--- config.mk ---
export PLATFORM = sky130hd
export DESIGN_NAME = ysyx_23060124_idu
export DESIGN_NICKNAME = d
export VERILOG_FILES = /design/src/rtl/ysyx_23060124_idu.sv
export SDC_FILE = /design/constraint.sdc
export NUM_CORES = 1
export LEC_CHECK = 0
export BUFFER_PORTS_ARGS = -buffer_cell sky130_fd_sc_hd__buf_4
export CAP_MARGIN = 10
export CORE_ASPECT_RATIO = 1.2
export CORE_UTILIZATION = 35
export CTS_CLUSTER_DIAMETER = 30
export CTS_CLUSTER_SIZE = 20
export DETAILED_ROUTE_END_ITERATION = 12
export PLACE_DENSITY_LB_ADDON = 0.08
export SLEW_MARGIN = 20
export SYNTH_ARGS = -nofsm -noshare
export SYNTH_HDL_FRONTEND = slang
export SYNTH_SLANG_ARGS = --single-unit
--- constraint.sdc ---
create_clock -name clk -period 3.2 [get_ports clk]
set_clock_uncertainty 0.2 [all_clocks]
set_input_delay 0.32 -clock clk [delete_from_list [all_inputs] [get_ports clk]]
set_output_delay 0.32 -clock clk [all_outputs]
set_load 0.01 [all_outputs]
--- src/rtl/ysyx_23060124_idu.sv ---
// ysyx_23060124_idu: instruction decode stage with a one-entry pipeline register.
// Fetch hands over {instruction, pc} through valid/ready. Execute takes the decoded fields through valid/ready.
// A redirect flush drops both the held instruction and the incoming one.
// Optional macro IDU_RV32E_EN selects the RV32E register space:
//   - register indices shrink to 4 bits;
//   - an instruction that uses any register field above x15 is flagged illegal.
module ysyx_23060124_idu #(
  parameter int unsigned          ISA_WIDTH = 32,
  parameter logic [ISA_WIDTH-1:0] RESET_PC  = 32'h80000000,
`ifdef IDU_RV32E_EN
  localparam int unsigned         REG_AW    = 4
`else
  localparam int unsigned         REG_AW    = 5
`endif
) (
  input  logic                 clk,
  input  logic                 idu_rst,
  input  logic [ISA_WIDTH-1:0] i_ins,
  input  logic [ISA_WIDTH-1:0] i_pc,
  input  logic                 i_pre_valid,
  output logic                 o_pre_ready,
  input  logic                 i_flush,
  output logic                 o_post_valid,
  input  logic                 i_post_ready,
  output logic [ISA_WIDTH-1:0] o_pc,
  output logic [ISA_WIDTH-1:0] o_ins,
  output logic [REG_AW-1:0]    o_rs1,
  output logic [REG_AW-1:0]    o_rs2,
  output logic [REG_AW-1:0]    o_rd,
  output logic [ISA_WIDTH-1:0] o_imm,
  output logic [9:0]           o_opclass,
  output logic                 o_rd_wen,
  output logic                 o_illegal
);

  // Opclass bit positions: {SYSTEM,OP,OPIMM,STORE,LOAD,BRANCH,JALR,JAL,AUIPC,LUI}
  localparam logic [9:0] CLS_WRITES_RD = 10'b11_1010_1111;
  localparam logic [9:0] CLS_USES_RS1  = 10'b11_1111_1000;
  localparam logic [9:0] CLS_USES_RS2  = 10'b01_0101_0000;

  logic                 r_valid;
  logic [ISA_WIDTH-1:0] r_ins;
  logic [ISA_WIDTH-1:0] r_pc;

  logic                 w_accept;
  logic [6:0]           w_opcode;
  logic [9:0]           w_opclass;
  logic [ISA_WIDTH-1:0] w_imm;
  logic [ISA_WIDTH-1:0] w_imm_i;
  logic [ISA_WIDTH-1:0] w_imm_s;
  logic [ISA_WIDTH-1:0] w_imm_b;
  logic [ISA_WIDTH-1:0] w_imm_u;
  logic [ISA_WIDTH-1:0] w_imm_j;
  logic                 w_writes_rd;
  logic                 w_illegal;

  // The entry can be refilled on the same cycle it drains, so a full-rate stream sees no bubble.
  assign o_pre_ready = ~r_valid | i_post_ready;
  assign w_accept    = i_pre_valid & o_pre_ready & ~i_flush;

  // One-entry pipeline register. Flush wins over accept. A drain without a refill empties the entry.
  always_ff @(posedge clk or negedge idu_rst) begin
    if (!idu_rst) begin
      r_valid <= 1'b0;
      r_ins   <= '0;
      r_pc    <= RESET_PC;
    end else if (i_flush) begin
      r_valid <= 1'b0;
    end else if (w_accept) begin
      r_valid <= 1'b1;
      r_ins   <= i_ins;
      r_pc    <= i_pc;
    end else if (r_valid && i_post_ready) begin
      r_valid <= 1'b0;
    end
  end

  assign o_post_valid = r_valid;
  assign o_ins        = r_ins;
  assign o_pc         = r_pc;
  assign o_rs1        = r_ins[15 +: REG_AW];
  assign o_rs2        = r_ins[20 +: REG_AW];
  assign o_rd         = r_ins[7 +: REG_AW];
  assign w_opcode     = r_ins[6:0];

  // Opcode to one-hot class. Unknown opcodes give an all-zero class.
  always_comb begin
    w_opclass = '0;
    case (w_opcode)
      7'b0110111: w_opclass = 10'b00_0000_0001;
      7'b0010111: w_opclass = 10'b00_0000_0010;
      7'b1101111: w_opclass = 10'b00_0000_0100;
      7'b1100111: w_opclass = 10'b00_0000_1000;
      7'b1100011: w_opclass = 10'b00_0001_0000;
      7'b0000011: w_opclass = 10'b00_0010_0000;
      7'b0100011: w_opclass = 10'b00_0100_0000;
      7'b0010011: w_opclass = 10'b00_1000_0000;
      7'b0110011: w_opclass = 10'b01_0000_0000;
      7'b1110011: w_opclass = 10'b10_0000_0000;
      default:    w_opclass = '0;
    endcase
  end

  assign w_imm_i = ISA_WIDTH'(signed'(r_ins[31:20]));
  assign w_imm_s = ISA_WIDTH'(signed'({r_ins[31:25], r_ins[11:7]}));
  assign w_imm_b = ISA_WIDTH'(signed'({r_ins[31], r_ins[7], r_ins[30:25], r_ins[11:8], 1'b0}));
  assign w_imm_u = ISA_WIDTH'(signed'({r_ins[31:12], 12'b0}));
  assign w_imm_j = ISA_WIDTH'(signed'({r_ins[31], r_ins[19:12], r_ins[20], r_ins[30:21], 1'b0}));

  // Immediate format chosen by class. OP and unknown opcodes carry no immediate.
  always_comb begin
    w_imm = '0;
    if (w_opclass[0] || w_opclass[1]) begin
      w_imm = w_imm_u;
    end else if (w_opclass[2]) begin
      w_imm = w_imm_j;
    end else if (w_opclass[4]) begin
      w_imm = w_imm_b;
    end else if (w_opclass[6]) begin
      w_imm = w_imm_s;
    end else if (w_opclass[3] || w_opclass[5] || w_opclass[7] || w_opclass[9]) begin
      w_imm = w_imm_i;
    end
  end

  assign w_writes_rd = |(w_opclass & CLS_WRITES_RD);

`ifdef IDU_RV32E_EN
  logic w_reg_viol;
  assign w_reg_viol = (|(w_opclass & CLS_USES_RS1) & r_ins[19])
                    | (|(w_opclass & CLS_USES_RS2) & r_ins[24])
                    | (w_writes_rd & r_ins[11]);
  assign w_illegal  = ~|w_opclass | w_reg_viol;
`else
  logic w_unused_masks;
  assign w_unused_masks = |{CLS_USES_RS1, CLS_USES_RS2};
  assign w_illegal      = ~|w_opclass | (w_unused_masks & 1'b0);
`endif

  assign o_imm     = w_imm;
  assign o_opclass = w_opclass;
  assign o_illegal = w_illegal;
  assign o_rd_wen  = w_writes_rd & (r_ins[11:7] != 5'd0) & ~w_illegal;

endmodule

Yosys cells after proc, flatten, opt, wreduce, memory -nomap -nowiden

Cells that the tools add are included.

Output and inout port bits: 125
Bits in registers: 65
Logic and storage cells: 40

Bitwise logic cells: 7
Equality and inequality tests: 10
Multiplexer cells: 9
Reduce and logical (&&, ||, !) cells: 11

Operators with widths:

| operator                                                              | number |
|---|---|
| 32-bit 2-to-1 mux                                                     | 5 |
| 10-bit one-hot mux with 10 select lines                               | 1 |
| 7-bit equality test, second input constant                            | 4 |
| 7-bit by 6-bit equality test with 1-bit output, second input constant | 3 |
| 7-bit by 5-bit equality test with 1-bit output, second input constant | 2 |
| 10-bit OR reduction                                                   | 1 |
| 8-bit OR reduction                                                    | 1 |
| 7-bit by 2-bit equality test with 1-bit output, second input constant | 1 |
| 5-bit nonzero test                                                    | 1 |
| 1-bit AND                                                             | 4 |
| 1-bit logical OR                                                      | 4 |
| 1-bit 2-to-1 mux                                                      | 3 |
| 3-bit nonzero test                                                    | 1 |
| 1-bit NOT                                                             | 2 |
| 2-bit AND reduction                                                   | 1 |
| 1-bit logical AND                                                     | 1 |
| 1-bit zero test                                                       | 1 |
| 1-bit OR                                                              | 1 |

Logic depth before layout (Yosys ltp)

Gate-level depths: netlist (run 1).

Depth after elaboration: 10
Depth in mapped cells: 7
Gate-level depth less buffers: 4

Least setup slack after synthesis (run 1)

OpenSTA, ideal clock, no wires.

Kind: register to output
From: reg r_ins[3] (netlist: o_ins[3])
To: out o_imm[0]
Slack: 1205 ps
Stages on the path, launching flop included: 6
Required time: 2680 ps
Data arrival time: 1475 ps
Path through: dfrtp_1 > buf_6 > nand4bb_1 > nor2_2 > a31oi_1 > nor4_1

Word-level cells in the longest chain between the ends: 10
Elaborated cells between the ends (all ways): 20
Those cells by class: eq/ne: 10; mux: 6; reduce/logical: 4

RTL lines:

| item                                        | RTL line | source |
|---|---|---|
| start, declared                             | 42       | `logic [ISA_WIDTH-1:0] r_ins;` |
| start signal, assigned                      | 71       | `r_ins <= i_ins;` |
| 7-bit equality test (tied with other cells) | 89       | `case (w_opcode)` |
| 10-bit one-hot mux with 10 select lines *   | 89       |  |
| 1-bit logical OR (3 in series)              | 121      | `end else if (w_opclass[3] \|\| w_opclass[5] \|\| w_opclass[7] \|\| w_opclass[9]) begin` |
| 32-bit 2-to-1 mux                           | 121      |  |
| 32-bit 2-to-1 mux                           | 119      | `end else if (w_opclass[6]) begin` |
| 32-bit 2-to-1 mux                           | 117      | `end else if (w_opclass[4]) begin` |
| 32-bit 2-to-1 mux                           | 115      | `end else if (w_opclass[2]) begin` |
| 32-bit 2-to-1 mux *                         | 113      | `if (w_opclass[0] \|\| w_opclass[1]) begin` |
| end, declared                               | 30       | `output logic [ISA_WIDTH-1:0] o_imm,` |

Every way passes the cells marked *; elsewhere a longest branch is shown, timed or not.

Worst setup path in the final report (run 1)

From: reg r_ins[2] (netlist: o_ins[2])
To: out o_imm[20]

The elaborated chain is that of the path after synthesis.

==> metrics.cfg, run 1 <==
[run_status]
outcome = completed

[floorplan]
die-width_um = 89.9
die_area_um2 = 9660
die_h_um = 107
start_util_pct = 35.9
core_um2 = 9030
ios = 194
row_count = 38

[clock_tree]
cts_sinks = 65
cts_max_level = 3
cts_max_path_buffers = 2
clkTransAtPathRegs_ns = 0.07
insertion_delay_ns = 0.33
cts-root-buf = clkbuf_8
post_cts_buffers = 0
numCtsBuffers = 9
cts_tree = done

[synthesis]
synth_area_leader_cell = dfrtp_1
ys_ff_latch = 65
synthMuxAreaShare_pct = 21.5
synth_edf_count = 0
synth-xor-area-share_pct = 0
syn_area_um2 = 3240
synth_ff_type = dfrtp_1
synth_top_family_by_area = multiplexers
ys_async_sr_fraction_pct = 100
synthTopCellsByArea = dfrtp_1 (49%), mux2_1 (13%), mux2_2 (9.0%)
synthAdderAreaFrac_pct = 0
synth-compound-area-share_pct = 11.7
synth.avg_cell_area_um2 = 12.6
yosys_warnings = 0
ys_types = 45
synth-seq-area-share_pct = 50.2
syn-num-nets = 327
synth_simple_gate_area_share_pct = 8.72
synth_top_cell_area_share_pct = 49.4
netlist_instances = 258

[grt]
grt_pass1_vias = 2832
grt_max_degree = 66
antenna_found_initial = 0
overflow = 0
grt_pass1_wl_um = 14300
gr-usage-all-layers_pct = 18.9

[layout]
num_antenna_cells = 0
layout-drive-gt1-share_pct = 51.0
utilization_pct = 58.4
nFillCells = 825
fin_nets = 546
syn_to_final_growth_pct = 62.5

[timing]
slew_viol_final = 0
fmax_ghz = 0.366
setup_tns_ns = 0
rsz0062_at_grt = no
worst_pin_slew_ns = 0.828
period_needed_ns = 2.73
hold_viol = 0
setup_violations = 0
post-route-period-util_pct = 85.3
slew_headroom_pct = 44.8

[place]
gp_congestion = 0.883
numPortBuffers = 193
dp_hpwl_um = 6500

[worst_setup_path]
crit_type = flop to output port
start_kind = flop
arrival_ns = 2.21
end_kind = output port
required_ns = 2.68
cp_max_fo = 17

[pwr]
vdd_drop_max_mv = 0.271
p_per_area_nw_per_um2 = 499
combPwrFrac_pct = 30.9
p_leak_nw = 2.68
power_frac_clock_pct = 26.6
p_sw_mw = 0.788
p_int_mw = 1.84
switching_share_pct = 29.9
seqPwrFrac_pct = 42.5

[detailed_routing]
routedWlPerCell_um = 15.2
drt_first_pass_iters = 4
vias = 2862
drt_iter0_drc = 106
drc = 0
routed_wl_um = 9130
ant_nets = 0
viasPerCell = 4.75

[min_path]
hold_path.class = input pin to flop

[job]
maxCapViolations = 0

-- final cells by class --
cell class / count / area, µm² / share of cell area, %
Clock buffer: 13 / 159 / 3.01
Clock inverter: 3 / 40.0 / 0.760
Inverter: 4 / 15.0 / 0.285
Multi-Input combinational cell: 157 / 1370 / 25.9
Sequential cell: 65 / 1630 / 30.9
Tap cell: 120 / 150 / 2.85
Timing Repair Buffer: 240 / 1910 / 36.3
-- metrics by stage --
step | power, mW | setup slack (ns) | std cells | area [µm²] | hold slack (ns)
global route | 2.78 | 0.285 | 602 | 5270 | 0.000531
global placement | 1.89 | 0.902 | 541 | 4620 | 0.269
CTS | 2.66 | 0.439 | 600 | 5250 | 0.000750
floorplan | 1.49 | 1.21 | 258 | 3240 | -0.176
detailed placement | 1.91 | 0.810 | 541 | 4620 | 0.276
finish | 2.63 | 0.469 | 602 | 5270 | 0.0167
-- layer usage --
layer | wire length, µm | vias to the layer above | track usage, % | part of all wire (%)
met4 | 133 | 0 | 7.03 | 1.5
met5 | 0 | - | 0 | 0
met2 | 4620 | 144 | 33.4 | 51
li1 | - | 1339 | - | -
met1 | 3610 | 1367 | 21.2 | 40
met3 | 760 | 12 | 6.36 | 8.3
-- cells by family (layout without fill, tap and decap cells) --
logic type | count (synthesis) | in the layout
AO/OA/AOI/OAI | 49 | 49
buffers and inverters | 36 | 260
flip-flops | 65 | 65
multiplexers | 62 | 62
AND/OR/NAND/NOR | 46 | 46
-- power groups by stage --
stage / Combinational (mW) / Sequential, mW / Clock, mW
finish: 0.812 / 1.12 / 0.700
global route: 0.873 / 1.14 / 0.761
CTS: 0.816 / 1.12 / 0.726
detailed placement: 0.772 / 1.13 / 0
global placement: 0.765 / 1.13 / 0
floorplan: 0.352 / 1.14 / 0
-- worst max-delay path: stages (launching register included) --
cell and delay [ns]:
dfrtp_1 0.54, and4bb_4 0.47, o21ai_2 0.13, a21boi_2 0.46, a21o_1 0.16, buf_4 0.12
-- cells in the final DEF, fill, tap and decap left out, types with 2 or more instances in the layout --
cell type	n
a21boi_0	7
a21o_1	19
a21oi_1	2
a22o_1	5
and3_1	2
and4_1	2
buf_4	195
clkbuf_1	2
clkbuf_8	11
clkinv_2	2
dfrtp_1	64
dlygate4sd3_1	45
inv_1	4
mux2_1	36
mux2_2	26
nand2_1	9
nand2b_1	3
nand3_1	3
nor2_1	7
nor2b_1	2
nor3_1	5
nor4_1	2
o21ai_0	4
o21ai_2	2
-- synthesized netlist by cell type (all sizes together), types with 2 or more instances --
cell and number:
and3 2, and2 2, and4 2, nor4 2, o21ai 7, inv 4, buf 32, a21o 19
dfrtp 64, nor2b 3, a21oi 2, a22o 5, nor3 5, nor2 8, nand3 3, a21boi 8
nand2b 4, mux2 62, nand2 9
-- flip-flops by register name (all words and copies together) (netlist names) --
| register | flops |
|---|---|
| o_ins | 32 |
| o_pc | 32 |
| o_post_valid | 1 |
-- worst paths after layout --
path / slack (ns) / from / end / cells after the start
worst max-delay path: 0.47 / o_ins[2]$_DFFE_PN0P_ / o_imm[20] / 5
worst min-delay path: 0.02 / i_pc[19] / o_pc[19]$_DFFE_PN0P_ / 2
worst max register to register: 1.20 / o_post_valid$_DFFE_PN0P_ / o_ins[1]$_DFFE_PN0P_ / 4
worst min register to register: 0.29 / o_pc[6]$_DFFE_PN0P_ / o_pc[6]$_DFFE_PN0P_ / 1
max in group asynchronous: 1.83 / idu_rst / o_post_valid$_DFFE_PN0P_ / 2
min in group asynchronous: 0.41 / idu_rst / o_ins[10]$_DFFE_PN0P_ / 2
-- repair_timing --
action,4_1_cts,5_1_grt
hold buffers,43,2
endpoints found under the hold margin,106,2
gates resized for setup,0,0
(Power assumes the default switching activity.)
==> run 2, diff against run 1 <==
--- a/config.mk
+++ b/config.mk
@@ -9,6 +9,7 @@
 export CAP_MARGIN = 10
 export CORE_ASPECT_RATIO = 1.2
 export CORE_UTILIZATION = 35
+export CTS_BUF_LIST = sky130_fd_sc_hd__clkbuf_4 sky130_fd_sc_hd__clkbuf_8
 export CTS_CLUSTER_DIAMETER = 30
 export CTS_CLUSTER_SIZE = 20
 export DETAILED_ROUTE_END_ITERATION = 12
==> metrics.cfg, run 2 (same netlist as run 1, synthesis figures left out) <==
[layout]
utilization_pct = 58.4  ; +0.083 points
multi_input_area_um2 = 1370  ; unchanged
mostFrequentLayoutCell = buf_4
fin_nets = 546  ; unchanged
layout_common_cells = buf_4 (195), dfrtp_1 (64), dlygate4sd3_1 (45), mux2_1 (36), mux2_2 (26)
nFillCells = 825  ; unchanged
seq_area_um2 = 1630  ; unchanged
num_antenna_cells = 0  ; unchanged
layout-drive-gt1-share_pct = 51.5  ; +0.41 points
syn_to_final_growth_pct = 62.8

[pwr]
p_leak_nw = 2.69  ; +0.26%
seqPwrFrac_pct = 42.2  ; -0.3 points
vdd_drop_max_mv = 0.276  ; +2.1%
p_int_mw = 1.86  ; +0.92%
power_frac_clock_pct = 27.2  ; +0.6 points
combPwrFrac_pct = 30.6  ; -0.3 points
p_sw_mw = 0.791  ; +0.42%
p_per_area_nw_per_um2 = 502  ; +0.63%
switching_share_pct = 29.8  ; -0.10 points

[place]
dp_hpwl_um = 6500  ; unchanged
numPortBuffers = 193  ; unchanged
gp_congestion = 0.883  ; unchanged
dpl_worst_slack_ns = 0.810  ; unchanged

[job]
maxCapViolations = 0  ; unchanged

[grt]
overflow = 0  ; unchanged
antenna_found_initial = 0  ; unchanged
grt_pass1_wl_um = 14300  ; -0.34%
gr-usage-all-layers_pct = 18.9  ; -0.031 points
grt_max_degree = 66  ; unchanged
grt_pass1_vias = 2822  ; -0.35%

[clock_tree]
cts_max_level = 3  ; unchanged
cts_hold_buf = 42  ; -2.3%
cts-resized-gates = 0  ; unchanged
cts_tree = done
cts_max_path_buffers = 2  ; unchanged
post_cts_buffers = 0  ; unchanged
numCtsBuffers = 9  ; unchanged
insertion_delay_ns = 0.33  ; about the same
cts-root-buf = clkbuf_8
cts_sinks = 65  ; unchanged
clkTransAtPathRegs_ns = 0.07  ; about the same

[detailed_routing]
ant_nets = 0  ; unchanged
routed_wl_um = 9160  ; +0.34%
vias = 2857  ; -0.17%
viasPerCell = 4.75  ; -0.17%
drt_first_pass_iters = 4  ; unchanged
routedWlPerCell_um = 15.2  ; +0.34%
drc = 0  ; unchanged
drt_iter0_drc = 107  ; +0.94%

[floorplan]
ios = 194  ; unchanged
core_um2 = 9030  ; unchanged
die_h_um = 107  ; unchanged
die-width_um = 89.9  ; unchanged
die_area_um2 = 9660  ; unchanged
row_count = 38  ; unchanged
start_util_pct = 35.9  ; unchanged

[worst_setup_path]
required_ns = 2.68  ; about the same
start_kind = flop
cp-endpoint = o_imm[20]
critPathMaxStageDelay_ns = 0.53  ; about the same
r2r_end = o_pc[25]$_DFFE_PN0P_
crit_type = flop to output port
r2r_start = o_post_valid$_DFFE_PN0P_
path_cells = and4bb_4 > o21ai_2 > a21boi_2 > a21o_1 > buf_4
cp_max_fo = 17  ; unchanged
startpoint = o_ins[2]$_DFFE_PN0P_
worst_r2r_path_depth = 4  ; unchanged
worst_path_max_delay_cell = dfrtp_1
end_kind = output port
arrival_ns = 2.21  ; about the same
r2r_slack_ns = 1.20  ; about the same

[timing]
slew_headroom_pct = 43.3  ; -1.5 points
setup_violations = 0  ; unchanged
period_needed_ns = 2.73  ; +0.00197 ns
rsz0062_at_grt = no
worst_pin_slew_ns = 0.851  ; +0.0231 ns
slew_viol_final = 0  ; unchanged
post-route-period-util_pct = 85.4  ; about the same
layout_setup_ws_ns = 0.467  ; -0.00197 ns
hold_viol = 0  ; unchanged
setup_tns_ns = 0  ; unchanged
fin_hold_ws_ns = 0.0156  ; -0.00107 ns
fmax_ghz = 0.366  ; about the same

[min_path]
hold_path.class = input pin to flop

[run_status]
outcome = completed

run 2: cell counts in the layout (fill, tap and decap cells not counted):
Identical to the previous run, type by type.
run 2: critical path: cells and delay by family (launching register included):
kind	cells	cell delay [ns]
buf+inv	1	0.12
compound gates	3	0.75
flops	1	0.53
simple gates	1	0.47
run 2: worst min path at each step:
stage	startpoint	endpoint	cells after the start
5_1_grt	i_ins[31]	o_ins[31]$_DFFE_PN0P_	2
2_1_floorplan	idu_rst	o_ins[0]$_DFFE_PN0P_	0
4_1_cts	i_pc[29]	o_pc[29]$_DFFE_PN0P_	2
3_5_place_dp	idu_rst	o_ins[10]$_DFFE_PN0P_	1
6_report	i_ins[15]	o_ins[15]$_DFFE_PN0P_	2
3_3_place_gp	o_pc[9]$_DFFE_PN0P_	o_pc[9]$_DFFE_PN0P_	1
run 2: through the flow:
stage                     instances  total power [mW]  instance area, µm²
final                           602              2.65                5280
after global routing            602              2.79                5280
after CTS                       599              2.68                5250
after detailed placement        541              1.91                4620
after global placement          541              1.89                4620
after floorplan                 258              1.49                3240
run 2: final cells by class:
class	instances	share of cell area, %
clock buffers	13	3.15
clock inverters	3	0.758
multi-input cells	157	25.9
well taps	120	2.84
flip-flops and latches	65	30.8
repair buffers	240	36.3
inverters	4	0.284
run 2: power groups by stage:
stage / Combinational, mW / Clock [mW] / Sequential, mW
after floorplan: 0.352 / 0 / 1.14
after global placement: 0.765 / 0 / 1.13
after detailed placement: 0.772 / 0 / 1.13
after CTS: 0.815 / 0.743 / 1.12
after global routing: 0.873 / 0.778 / 1.14
final: 0.812 / 0.720 / 1.12
run 2: per-layer routing:
| metal | routed length (µm) | share of wire [%] | GRT usage [%] | vias to the layer above |
|---|---|---|---|---|
| li1 | - | - | - | 1339 |
| met1 | 3650 | 40 | 21.0 | 1376 |
| met2 | 4610 | 50 | 33.4 | 132 |
| met5 | 0 | 0 | 0 | - |
| met4 | 129 | 1.4 | 7.03 | 0 |
| met3 | 769 | 8.4 | 6.50 | 10 |
